<file path="config.mk">
export PLATFORM = sky130hd
export DESIGN_NAME = gcd_engine
export DESIGN_NICKNAME = d
export VERILOG_FILES = /design/src/rtl/gcd_engine.sv
export SDC_FILE = /design/constraint.sdc
export NUM_CORES = 1
export LEC_CHECK = 0
export CORE_MARGIN = 4
export CORE_UTILIZATION = 55
export CTS_CLUSTER_SIZE = 10
export DETAILED_ROUTE_END_ITERATION = 16
export PLACE_DENSITY = 0.86
export SLEW_MARGIN = 10
export SYNTH_ARGS = -nofsm -noshare
export SYNTH_HDL_FRONTEND = slang
export SYNTH_SLANG_ARGS = --single-unit
</file>
<file path="constraint.sdc">
create_clock -name CLK -period 5.7 [get_ports CLK]
set_input_delay 1.14 -clock CLK [delete_from_list [all_inputs] [get_ports CLK]]
set_output_delay 1.14 -clock CLK [all_outputs]
set_load 0.02 [all_outputs]
</file>
<file path="src/rtl/gcd_engine.sv">
// gcd_engine: multi-cycle GCD with start/busy/done handshake, zero-operand error and step counter
// Ports: CLK, RST_N (async active-low); START, A, B request; BUSY, DONE, ERROR, Y, ITER result.
// Define GCD_BINARY_EN to use Stein's binary algorithm instead of subtract-and-swap.
module gcd_engine #(
  parameter int WIDTH = 8
) (
  input  logic             CLK,
  input  logic             RST_N,
  input  logic             START,
  input  logic [WIDTH-1:0] A,
  input  logic [WIDTH-1:0] B,
  output logic             BUSY,
  output logic             DONE,
  output logic             ERROR,
  output logic [WIDTH-1:0] Y,
  output logic [WIDTH-1:0] ITER
);
  typedef enum logic [1:0] {IDLE, CALC, FINISH} state_t;
  state_t state, state_nx;
  logic [WIDTH-1:0] ra, rb;
  logic zero_op;
`ifdef GCD_BINARY_EN
  logic [$clog2(WIDTH)-1:0] k;
`endif
  assign zero_op = (A == '0) || (B == '0);
  always_ff @(posedge CLK or negedge RST_N)
    if (!RST_N) state <= IDLE;
    else state <= state_nx;
  always_comb begin
    state_nx = state;
    BUSY = state != IDLE;
    DONE = state == FINISH;
    state_nx = state == IDLE ? (START ? (zero_op ? FINISH : CALC) : IDLE) :
               state == CALC ? (ra == rb ? FINISH : CALC) : IDLE;
  end
  always_ff @(posedge CLK or negedge RST_N)
    if (!RST_N) begin
      ra <= '0;
      rb <= '0;
      ERROR <= 1'b0;
      Y <= '0;
      ITER <= '0;
`ifdef GCD_BINARY_EN
      k <= '0;
`endif
    end else if (state == IDLE && START) begin
      ra <= A;
      rb <= B;
      ITER <= '0;
      Y <= '0;
      ERROR <= zero_op;
`ifdef GCD_BINARY_EN
      k <= '0;
`endif
    end else if (state == CALC) begin
`ifdef GCD_BINARY_EN
      if (ra == rb) Y <= ra << k;
      else begin
        ITER <= ITER + 1'b1;
        if (!ra[0] && !rb[0]) begin
          ra <= ra >> 1;
          rb <= rb >> 1;
          k <= k + 1'b1;
        end else if (!ra[0]) ra <= ra >> 1;
        else if (!rb[0]) rb <= rb >> 1;
        else if (ra > rb) ra <= ra - rb;
        else rb <= rb - ra;
      end
`else
      if (ra == rb) Y <= ra;
      else begin
        ITER <= ITER + 1'b1;
        if (ra > rb) ra <= ra - rb;
        else rb <= rb - ra;
      end
`endif
    end
endmodule

</file>
======== Word-level counts from Yosys, hierarchy flattened ========
Index checks and enable logic that the tools add are counted.
storage, ports and cells
  output and inout port bits .............. 19
  word-level logic and storage cells ...... 47
  bits of input ports ..................... 19
  register bits ........................... 35
cells by class
  muxes and demuxes ....................... 19
  eq/ne operators ......................... 5
  $add $sub $neg .......................... 3
  magnitude comparators ................... 1
  reduce and logical (&&, ||, !) cells .... 13
operators by type and width
  kind                                                             number
  8-bit two-way mux                                                14
  8-bit logical NOT                                                2
  8-bit subtractor                                                 2
  2-bit two-way mux                                                5
  8-bit by 1-bit adder with 8-bit output, second input constant    1
  8-bit == test                                                    1
  8-bit > comparator                                               1
  2-bit nonzero test                                               4
  3-bit AND reduction                                              2
  2-bit AND reduction                                              2
  2-bit by 1-bit == test with 1-bit output, second input constant  1
  2-bit == test, second input constant                             1
  2-bit logical NOT                                                1
  2-bit by 1-bit != test with 1-bit output, second input constant  1
  2-bit != test, second input constant                             1
  1-bit logical AND                                                1
  1-bit logical OR                                                 1

======== Logic depth before layout (Yosys ltp) ========
Gate-level depths: netlist of run 1.
  word-level depth ........................ 5
  mapped depth ............................ 9

======== Worst setup path after synthesis of run 1 ========
Ideal clock, no wire load.
  path kind ............................... register to register
  start point ............................. register ra[0]
  end point ............................... register ra[6]
  path slack .............................. 3.581 ns
  data arrival time ....................... 1.993 ns
  buffers on the path ..................... 0
  data required time ...................... 5.574 ns
  cell stages (with the launch flop) ...... 9
  library setup time ...................... 0.126 ns
  clock period less this slack ............ 2.119 ns
  path through ............................ dfrtp_1 inv_1 ha_1 fa_1 nand2b_1 a211oi_1 mux2i_1 a21oi_1 a221o_1
on the way
  cells in the longest elaborated chain, start to end .. 5
  elaborated cells on any way between the ends .. 10
ends and longest elaborated chain
  item                    RTL line  text
  from (decl)             20        logic [WIDTH-1:0] ra, rb;
  from (signal assigned)  73        if (ra > rb) ra <= ra - rb;
  8-bit subtractor        73
  8-bit two-way mux       73
  8-bit two-way mux       70        if (ra == rb) Y <= ra;
  8-bit two-way mux       55        end else if (state == CALC) begin
  8-bit two-way mux       46        end else if (state == IDLE && START) begin
Parallel ways exist; a longest one is shown, timed or not. The select of a mux whose other input is x is not followed.
A chain may end at the register's enable or synchronous reset.

======== Worst setup path after layout of run 1 ========
  start point ............................. register state[0]
  end point ............................... output BUSY
on the way
  cells in the longest elaborated chain, start to end .. 1
ends and longest elaborated chain
  item                    RTL line  text
  from (decl)             19        state_t state, state_nx;
  from (signal assigned)  28        else state <= state_nx;
  2-bit nonzero test      31        BUSY = state != IDLE;
  to (decl)               12        output logic BUSY,
Every way passes these cells.

==> impl_metrics.env, run 1 <==
export IMPL_hold_class="flop to flop"
export IMPL_ctsRootBufferMaster="clkbuf_8"
export IMPL_synth_yosys_seq_area_share_pct=36.63
export IMPL_cpMaxStageDelayCell="clkdlybuf4s50_1"
export IMPL_die_height_um=73.94
export IMPL_cts_tree="yes"
export IMPL_cts_resized=0
export IMPL_grt_antenna_before_repair=0
export IMPL_finalInstanceArea_um2=2884
export IMPL_vias=2202
export IMPL_drive_above_1_share_pct=6.863
export IMPL_die_w_um=73.94
export IMPL_syn_nets=308
export IMPL_crit_required_ns=4.56
export IMPL_routed_wl_mm=5.851
export IMPL_grt_pass1_wl_mm=9.556
export IMPL_first_iter_violations=209
export IMPL_finalSetupTns_ns=0
export IMPL_slew_headroom_pct=42.08
export IMPL_r2r_slack_ns=3.18
export IMPL_cts_path_max_buffers=2
export IMPL_htree_levels=2
export IMPL_fin_crit_sh_pct=44.99
export IMPL_cap_violations=0
export IMPL_cts_hold_buffers=0
export IMPL_clock_skew_ns=0.008427
export IMPL_cts_sinks=35
export IMPL_final_common_cell="clkdlybuf4s50_1"
export IMPL_finalHoldViolCount=0
export IMPL_period_minus_slack_ns=2.565
export IMPL_dp_hpwl_mm=4.370
export IMPL_clk_pin_slew_ns=0.07
export IMPL_fp_row_count=23
export IMPL_worstSetupPathType="flop to output pin"
export IMPL_nets=342
export IMPL_vias_per_cell=6.185
export IMPL_syn2layout_area_growth_pct=20.62
export IMPL_endpoint="BUSY"
export IMPL_portBuffers=37
export IMPL_grt_pass1_vias=2121
export IMPL_critPathMaxFanout=3
export IMPL_worstMarginPinSlew_ns=0.8650
export IMPL_max_freq_ghz=0.3899
export IMPL_grt_start_max_net_pins=36
export IMPL_route_antenna_remaining_nets=0
export IMPL_start_kind="flop"
export IMPL_rsz0062_at_grt="no"
export IMPL_post_cts_buffers=0
export IMPL_insertion_delay_ns=0.29
export IMPL_track_usage_pct=22.75
export IMPL_die_area_um2=5466
export IMPL_grt_ovfl_total=0
export IMPL_setup_worst_path_start="state[0]"
export IMPL_finalMaxSlewViolations=0
export IMPL_cp_end_kind="output pin"
export IMPL_pin_count=38
export IMPL_drc=0
export IMPL_status="completed"
export IMPL_reg2reg_depth=6
export IMPL_crit_chain="nor2_1 > inv_1 > clkdlybuf4s50_1"
export IMPL_reg2reg_from="ra[4]"
export IMPL_finalSetupViolations=0
export IMPL_synth_seq_cells=35
export IMPL_cts_buffers=5
export IMPL_arrival_ns=1.42
export IMPL_synth_edf_count=0
export IMPL_hold_start="ERROR"
export IMPL_slowest_delay_ns=0.53
export IMPL_avgSynthCellArea_um2=8.823
export IMPL_core_area_um2=4115
export IMPL_final_cell_mix="37 x clkdlybuf4s50_1, 35 x dfrtp_1, 30 x nand2_1"
export IMPL_hold_slack_ns=0.5035
export IMPL_syn_area_um2=2391
export IMPL_async_flop_share_pct=100.0
export IMPL_syn_inst=271
export IMPL_num_antenna_cells=0
export IMPL_place_area_um2=2771
export IMPL_regToRegEndpoint="Y[5]"
export IMPL_yosysWarnings=0
export IMPL_firstDrtPassIters=5
export IMPL_synthFlopType="dfrtp_1"
export IMPL_wl_per_cell_um=16.44
export IMPL_ys_types=52
export IMPL_place_congestion=0.8922
export IMPL_initial_core_util_pct=58.10
[flip-flops by register name, summed over array words and instances (netlist names)]
name and cells:
Y 8, ITER 8, rb 8, state 2
ERROR 1, ra 8
[cell type report]
| type | count | area [um^2] |
|---|---|---|
| fillers | 312 | 1231 |
| flip-flops and latches | 35 | 875.8 |
| repair buffers | 39 | 385.4 |
| clock inverters | 3 | 43.79 |
| inverters | 21 | 78.83 |
| well taps | 50 | 62.56 |
| clock buffers | 5 | 68.82 |
| multi-input cells | 203 | 1369 |
[through the flow]
step | instances | setup slack (ns) | utilization (%)
2_1_floorplan | 271 | 3.581 | -
3_3_place_gp | 348 | 3.097 | 67.35
3_5_place_dp | 348 | 3.047 | 67.35
4_1_cts | 356 | 3.122 | 70.08
5_1_grt | 356 | 2.979 | 70.08
6_report | 356 | 3.135 | 70.08
[kinds of logic (layout without fill, tap and decap cells)]
family	count (synthesis)	after routing	synth area share, %
AOI/OAI and AO/OA	62	62	18.94
muxes	4	4	1.675
buffers and inverters	33	68	6.122
adders and majority gates	18	18	10.05
and+or+nand+nor	110	110	23.29
DFF	35	35	36.63
xor gates and xnor gates	9	9	3.296
[metal layers]
layer / global-route usage (%) / part of all wire [%]
met3: 5.135 / 5.8
met2: 36.91 / 48
met1: 28.33 / 42
met4: 11.87 / 3.7
met5: 0 / 0
[worst max-delay path, delay by kind of cell, from the launching register on]
family	cells	cell delay [ns]
buffers and inverters	2	0.58
DFF	1	0.39
and+or+nand+nor	1	0.16
[worst min path at each step]
stage                 end  slack [ns]  cells past startpoint
detailed placement  ERROR        0.49                      1
floorplan            Y[7]        0.48                      2
global placement    ERROR        0.49                      1
finish              ERROR        0.50                      1
global route        ERROR        0.54                      1
CTS                 ERROR        0.51                      1
[cells in the mapped netlist (2+ instances only)]
master    count  share of area (%)
nand2_1      30                4.7
dfrtp_1      35                 37
a221o_1      10                4.2
buf_4         2               0.63
o21ai_0      11                2.3
fa_1          2                1.7
o21ai_1       2               0.42
buf_2         6                1.3
nand2b_1      3               0.79
a21oi_1      12                2.5
a211oi_1      5                1.6
o211ai_1      5                1.6
o31ai_1       2               0.63
o21a_1        4                1.3
nor2_1       27                4.2
xnor2_1       4                1.5
or2_2         2               0.52
and3_1        2               0.52
a21o_1        2               0.63
nor2b_1       2               0.52
or4_1         3               0.94
nor3b_1       3               0.94
xor2_1        5                1.8
clkbuf_1      3               0.47
nor4_1        2               0.52
nand3_1       7                1.5
mux2i_1       4                1.7
ha_1         16                8.4
nand4_1       7                1.8
nand3b_1      2               0.63
nor3_1       11                2.3
inv_1        20                3.1
Power of run 1 is left out: the tool's default activity adds up to more than one toggle a clock period on the data nets, which glitch-free logic cannot reach.
==> run 2: changes to the inputs <==
Settings changed: CORE_UTILIZATION 55 to 49, PLACE_DENSITY 0.86 to 0.81.
Clock period 5.7 ns to 2.07 ns, I/O delays scaled along.
==> impl_metrics.env, run 2 (same netlist as run 1, synthesis figures left out) <==
export IMPL_fin_crit_sh_pct=100.5
export IMPL_multi_input_area_um2=1509
export IMPL_grt_pass1_wl_mm=11.01
export IMPL_routed_wl_mm=6.827
export IMPL_drc=0
export IMPL_arrival_ns=2.25
export IMPL_status="finished, violations left"
export IMPL_crit_chain="inv_1 > ha_2 > fa_2 > nand2b_4 > a21oi_1 > buf_4 > o21ai_1 > buf_4 > nand4_1 > o211ai_1"
export IMPL_finalSetupViolations=1
export IMPL_grt_start_max_net_pins=36
export IMPL_die_height_um=77.86
export IMPL_syn2layout_area_growth_pct=37.68
export IMPL_cpMaxStageDelayCell="dfrtp_1"
export IMPL_worstSetupPathType="flop to flop"
export IMPL_slowest_delay_ns=0.37
export IMPL_vias=2366
export IMPL_core_area_um2=4723
export IMPL_pin_count=38
export IMPL_place_congestion=0.8855
export IMPL_fillers=385
export IMPL_initial_core_util_pct=50.62
export IMPL_vias_per_cell=5.828
export IMPL_cp_end_kind="flop"
export IMPL_num_antenna_cells=0
export IMPL_start_kind="flop"
export IMPL_ctsRootBufferMaster="clkbuf_8"
export IMPL_htree_levels=2
export IMPL_cts_path_max_buffers=2
export IMPL_grt_ovfl_total=0
export IMPL_setup_slack_ns=-0.01025
export IMPL_cp_num_buf_inv=3
export IMPL_insertion_delay_ns=0.29
export IMPL_fp_row_count=25
export IMPL_wl_per_cell_um=16.82
export IMPL_post_place_ws_ns=-0.1337
export IMPL_clk_pin_slew_ns=0.08
export IMPL_period_minus_slack_ns=2.080
export IMPL_slew_headroom_pct=69.68
export IMPL_critPathMaxFanout=3
export IMPL_worstMarginPinSlew_ns=0.4549
export IMPL_cts_sinks=35
export IMPL_ff_latch_area_um2=875.8
export IMPL_violations="negative setup slack"
export IMPL_crit_top_cell="buf_4"
export IMPL_dp_hpwl_mm=5.190
export IMPL_cp_top_family="adder cells"
export IMPL_finalSetupTns_ns=-0.01025
export IMPL_hold_class="flop to flop"
export IMPL_finalHoldViolCount=0
export IMPL_die_area_um2=6061
export IMPL_finalMaxSlewViolations=0
export IMPL_drive_above_1_share_pct=23.01
export IMPL_cts_buffers=5
export IMPL_cts_tree="yes"
export IMPL_track_usage_pct=22.82
export IMPL_grt_antenna_before_repair=0
export IMPL_clock_skew_ns=0.009265
export IMPL_grt_pass1_vias=2415
export IMPL_final_common_cell="clkdlybuf4s50_1"
export IMPL_firstDrtPassIters=4
export IMPL_nets=376
export IMPL_max_freq_ghz=0.4807
export IMPL_final_cell_mix="37 x clkdlybuf4s50_1, 35 x dfrtp_1, 34 x buf_4"
export IMPL_crit_required_ns=2.24
export IMPL_cap_violations=0
export IMPL_portBuffers=37
export IMPL_rsz0062_at_grt="yes"
export IMPL_route_antenna_remaining_nets=0
export IMPL_die_w_um=77.86
export IMPL_first_iter_violations=153
-- run 2: through the flow --
step / area [um^2] / utilization, % / instances / hold slack, ns
finish: 3292 / 69.70 / 406 / 0.5207
global route: 3292 / 69.70 / 406 / 0.5448
CTS: 3191 / 67.55 / 404 / 0.5258
detailed placement: 3055 / 64.69 / 397 / 0.5166
global placement: 3055 / 64.69 / 397 / 0.4770
floorplan: 2401 / - / 271 / 0.1184
-- run 2: worst paths after layout --
| kind | startpoint | end | slack (ns) | cells after the start |
|---|---|---|---|---|
| worst min-delay path | ITER[4] | ITER[4] | 0.52 | 1 |
| max in group asynchronous | RST_N | ERROR | 1.21 | 2 |
| worst max-delay path | ra[0] | rb[7] | -0.01 | 10 |
| min in group asynchronous | RST_N | rb[0] | 0.54 | 2 |
| worst max register to register | ra[0] | rb[7] | -0.01 | 10 |
| worst min register to register | ITER[4] | ITER[4] | 0.52 | 1 |
-- run 2: timing repair --
action	CTS	global route
buffers inserted	0	2
cloned	0	0
hold buffers	0	0
pin swaps	1	4
setup endpoints to repair	15	16
gates resized for setup	11	19
-- run 2: routing by layer --
layer / share of wire (%) / wire, um / track usage, % / up-vias
li1: - / - / - / 1103
met1: 38 / 2607 / 26.98 / 1121
met2: 51 / 3449 / 39.13 / 117
met3: 8.1 / 553 / 4.292 / 25
met4: 3.2 / 217 / 11.74 / 0
met5: 0 / 0 / 0 / -
-- run 2: area by class of cell --
cell class | count | share of cell area, %
clock buffers | 6 | 2.509
well taps | 67 | 2.547
clock inverters | 1 | 0.1520
repair buffers | 73 | 19.95
inverters | 21 | 2.395
multi-input cells | 203 | 45.84
flip-flops and latches | 35 | 26.61
Power of run 2 is left out for the same reason.
==> run 3: changes to the inputs <==
Settings changed: ABC_AREA set to 1, CORE_MARGIN 4 to unset.
==> impl_metrics.env, run 3 <==
export IMPL_drive_above_1_share_pct=11.17
export IMPL_final_cell_mix="101 x nand2_1, 50 x inv_1, 37 x clkdlybuf4s50_1"
export IMPL_worstSetupPathType="flop to flop"
export IMPL_wl_per_cell_um=14.18
export IMPL_num_antenna_cells=0
export IMPL_yosysWarnings=0
export IMPL_cts_sinks=35
export IMPL_worstMarginPinSlew_ns=0.5429
export IMPL_hold_slack_ns=0.4847
export IMPL_grt_pass1_vias=2300
export IMPL_vias=2370
export IMPL_fin_crit_sh_pct=94.57
export IMPL_grt_ovfl_total=0
export IMPL_synth_most_common_cell="nand2_1"
export IMPL_grt_antenna_before_repair=0
export IMPL_avgSynthCellArea_um2=7.296
export IMPL_dp_hpwl_mm=4.842
export IMPL_clk_pin_slew_ns=0.07
export IMPL_post_place_ws_ns=0.01900
export IMPL_finalMaxSlewViolations=0
export IMPL_pin_count=38
export IMPL_hold_class="flop to flop"
export IMPL_fin_cells=452
export IMPL_crit_required_ns=2.26
export IMPL_portBuffers=37
export IMPL_fp_row_count=25
export IMPL_status="completed"
export IMPL_first_iter_violations=187
export IMPL_die_area_um2=5305
export IMPL_yosys_top_cells_area="dfrtp_1 36%, nand2_1 16%, ha_1 8.1%"
export IMPL_cts_path_max_buffers=2
export IMPL_clock_skew_ns=0.004095
export IMPL_max_freq_ghz=0.5108
export IMPL_grt_pass1_wl_mm=10.66
export IMPL_die_height_um=72.84
export IMPL_die_w_um=72.84
export IMPL_final_common_cell="nand2_1"
export IMPL_reg2reg_from="ra[0]"
export IMPL_core_area_um2=4786
export IMPL_vias_per_cell=5.243
export IMPL_slew_headroom_pct=63.48
export IMPL_cts_hold_buffers=0
export IMPL_period_minus_slack_ns=1.958
export IMPL_rsz0062_at_grt="yes"
export IMPL_route_antenna_remaining_nets=0
export IMPL_nets=422
export IMPL_ctsRootBufferMaster="clkbuf_8"
export IMPL_drc=0
export IMPL_r2r_slack_ns=0.11
export IMPL_synth_edf_count=0
export IMPL_synthFlopType="dfrtp_1"
export IMPL_hold_start="Y[7]"
export IMPL_finalHoldViolCount=0
export IMPL_finalInstanceArea_um2=3083
export IMPL_synth_seq_cells=35
export IMPL_syn_area_um2=2459
export IMPL_hold_end="Y[7]"
export IMPL_cap_violations=0
export IMPL_place_area_um2=2962
export IMPL_yosys_area_top_type_share_pct=35.62
export IMPL_syn_inst=337
export IMPL_syn2layout_area_growth_pct=25.39
export IMPL_firstDrtPassIters=4
export IMPL_routed_wl_mm=6.409
export IMPL_critPathMaxFanout=8
export IMPL_setup_slack_ns=0.1124
export IMPL_dpl_cell_count=445
export IMPL_regToRegEndpoint="rb[5]"
export IMPL_cts_buffers=5
export IMPL_insertion_delay_ns=0.29
export IMPL_arrival_ns=2.14
export IMPL_grt_start_max_net_pins=36
export IMPL_cts_tree="yes"
export IMPL_yosys_area_top_type="dfrtp_1"
export IMPL_synth_top_cells_by_count="102 x nand2_1, 51 x inv_1, 35 x dfrtp_1, 33 x nand3_1, 20 x nor2_1"
export IMPL_synth_yosys_seq_area_share_pct=35.62
export IMPL_htree_levels=2
export IMPL_start_kind="flop"
export IMPL_whs_path_depth=2
export IMPL_place_congestion=1.016
export IMPL_track_usage_pct=26.69
export IMPL_initial_core_util_pct=51.37
export IMPL_reg2reg_depth=13
export IMPL_finalSetupViolations=0
export IMPL_syn_nets=374
export IMPL_cp_end_kind="flop"
export IMPL_ys_types=33
export IMPL_async_flop_share_pct=100.0
==> run 3: cell count changes after synthesis, moves of 6 or more <==
cell	before	now
inv_1	20	51
nor2_1	27	20
nor3_1	11	0
nand3_1	7	33
o21ai_0	11	19
nand2_1	30	102
a221o_1	10	0
a21oi_1	12	6
==> run 3: timing repair <==
action	in CTS	in global routing
pin swaps	0	0
buffers inserted	0	0
endpoints found under the setup margin	3	15
gates resized for setup	1	7
==> run 3: cells by family (layout without fill, tap and decap cells) <==
group	count (synthesis)	in the layout	synth area share (%)
xor+xnor	7	7	2.494
flops	35	35	35.62
fa+ha+maj	18	18	9.771
simple gates	177	177	32.32
buf+inv	61	109	10.18
compound gates	39	39	9.618
==> run 3: through the flow <==
stage	util, %	setup TNS, ns
floorplan	-	0
global placement	61.88	0
detailed placement	61.88	0
CTS	64.08	0
global route	64.42	-0.07575
finish	64.42	0
==> run 3: worst max-delay path by stage <==
stage                      from     to  cells after the start
after global routing      ra[0]  rb[7]                     13
after floorplan           ra[0]  rb[5]                     13
after CTS                 ra[0]  rb[5]                     13
after global placement    ra[0]  rb[7]                     13
after detailed placement  ra[0]  rb[5]                     13
final                     ra[0]  rb[5]                     13
==> run 3: metal layers <==
metal | vias up | track usage (%) | routed length [um]
met5 | - | 0 | 0
met2 | 85 | 42.06 | 2956
met4 | 0 | 11.55 | 122
met1 | 1112 | 35.99 | 2924
met3 | 11 | 4.834 | 406
li1 | 1162 | - | -
==> run 3: cell type report <==
class / count / area [um^2]
clock inverter: 1 / 30.03
fill: 437 / 1703
timing repair buffer: 47 / 457.9
sequential: 35 / 875.8
tap: 67 / 83.83
clock buffer: 6 / 72.57
inverter: 55 / 211.5
multi-input combinational: 241 / 1351
==> run 3: critical path: stages (launching register included) <==
cell and delay (ns):
dfrtp_1 0.36, inv_1 0.07, ha_2 0.22, fa_2 0.36, inv_1 0.06, nand3_1 0.09, nand2_2 0.12, nand2_1 0.09
nand2_4 0.12, nand2_1 0.10, nand2_4 0.11, nor2_1 0.05, nand2_1 0.05, nand2_1 0.05
Power of run 3 is left out for the same reason.
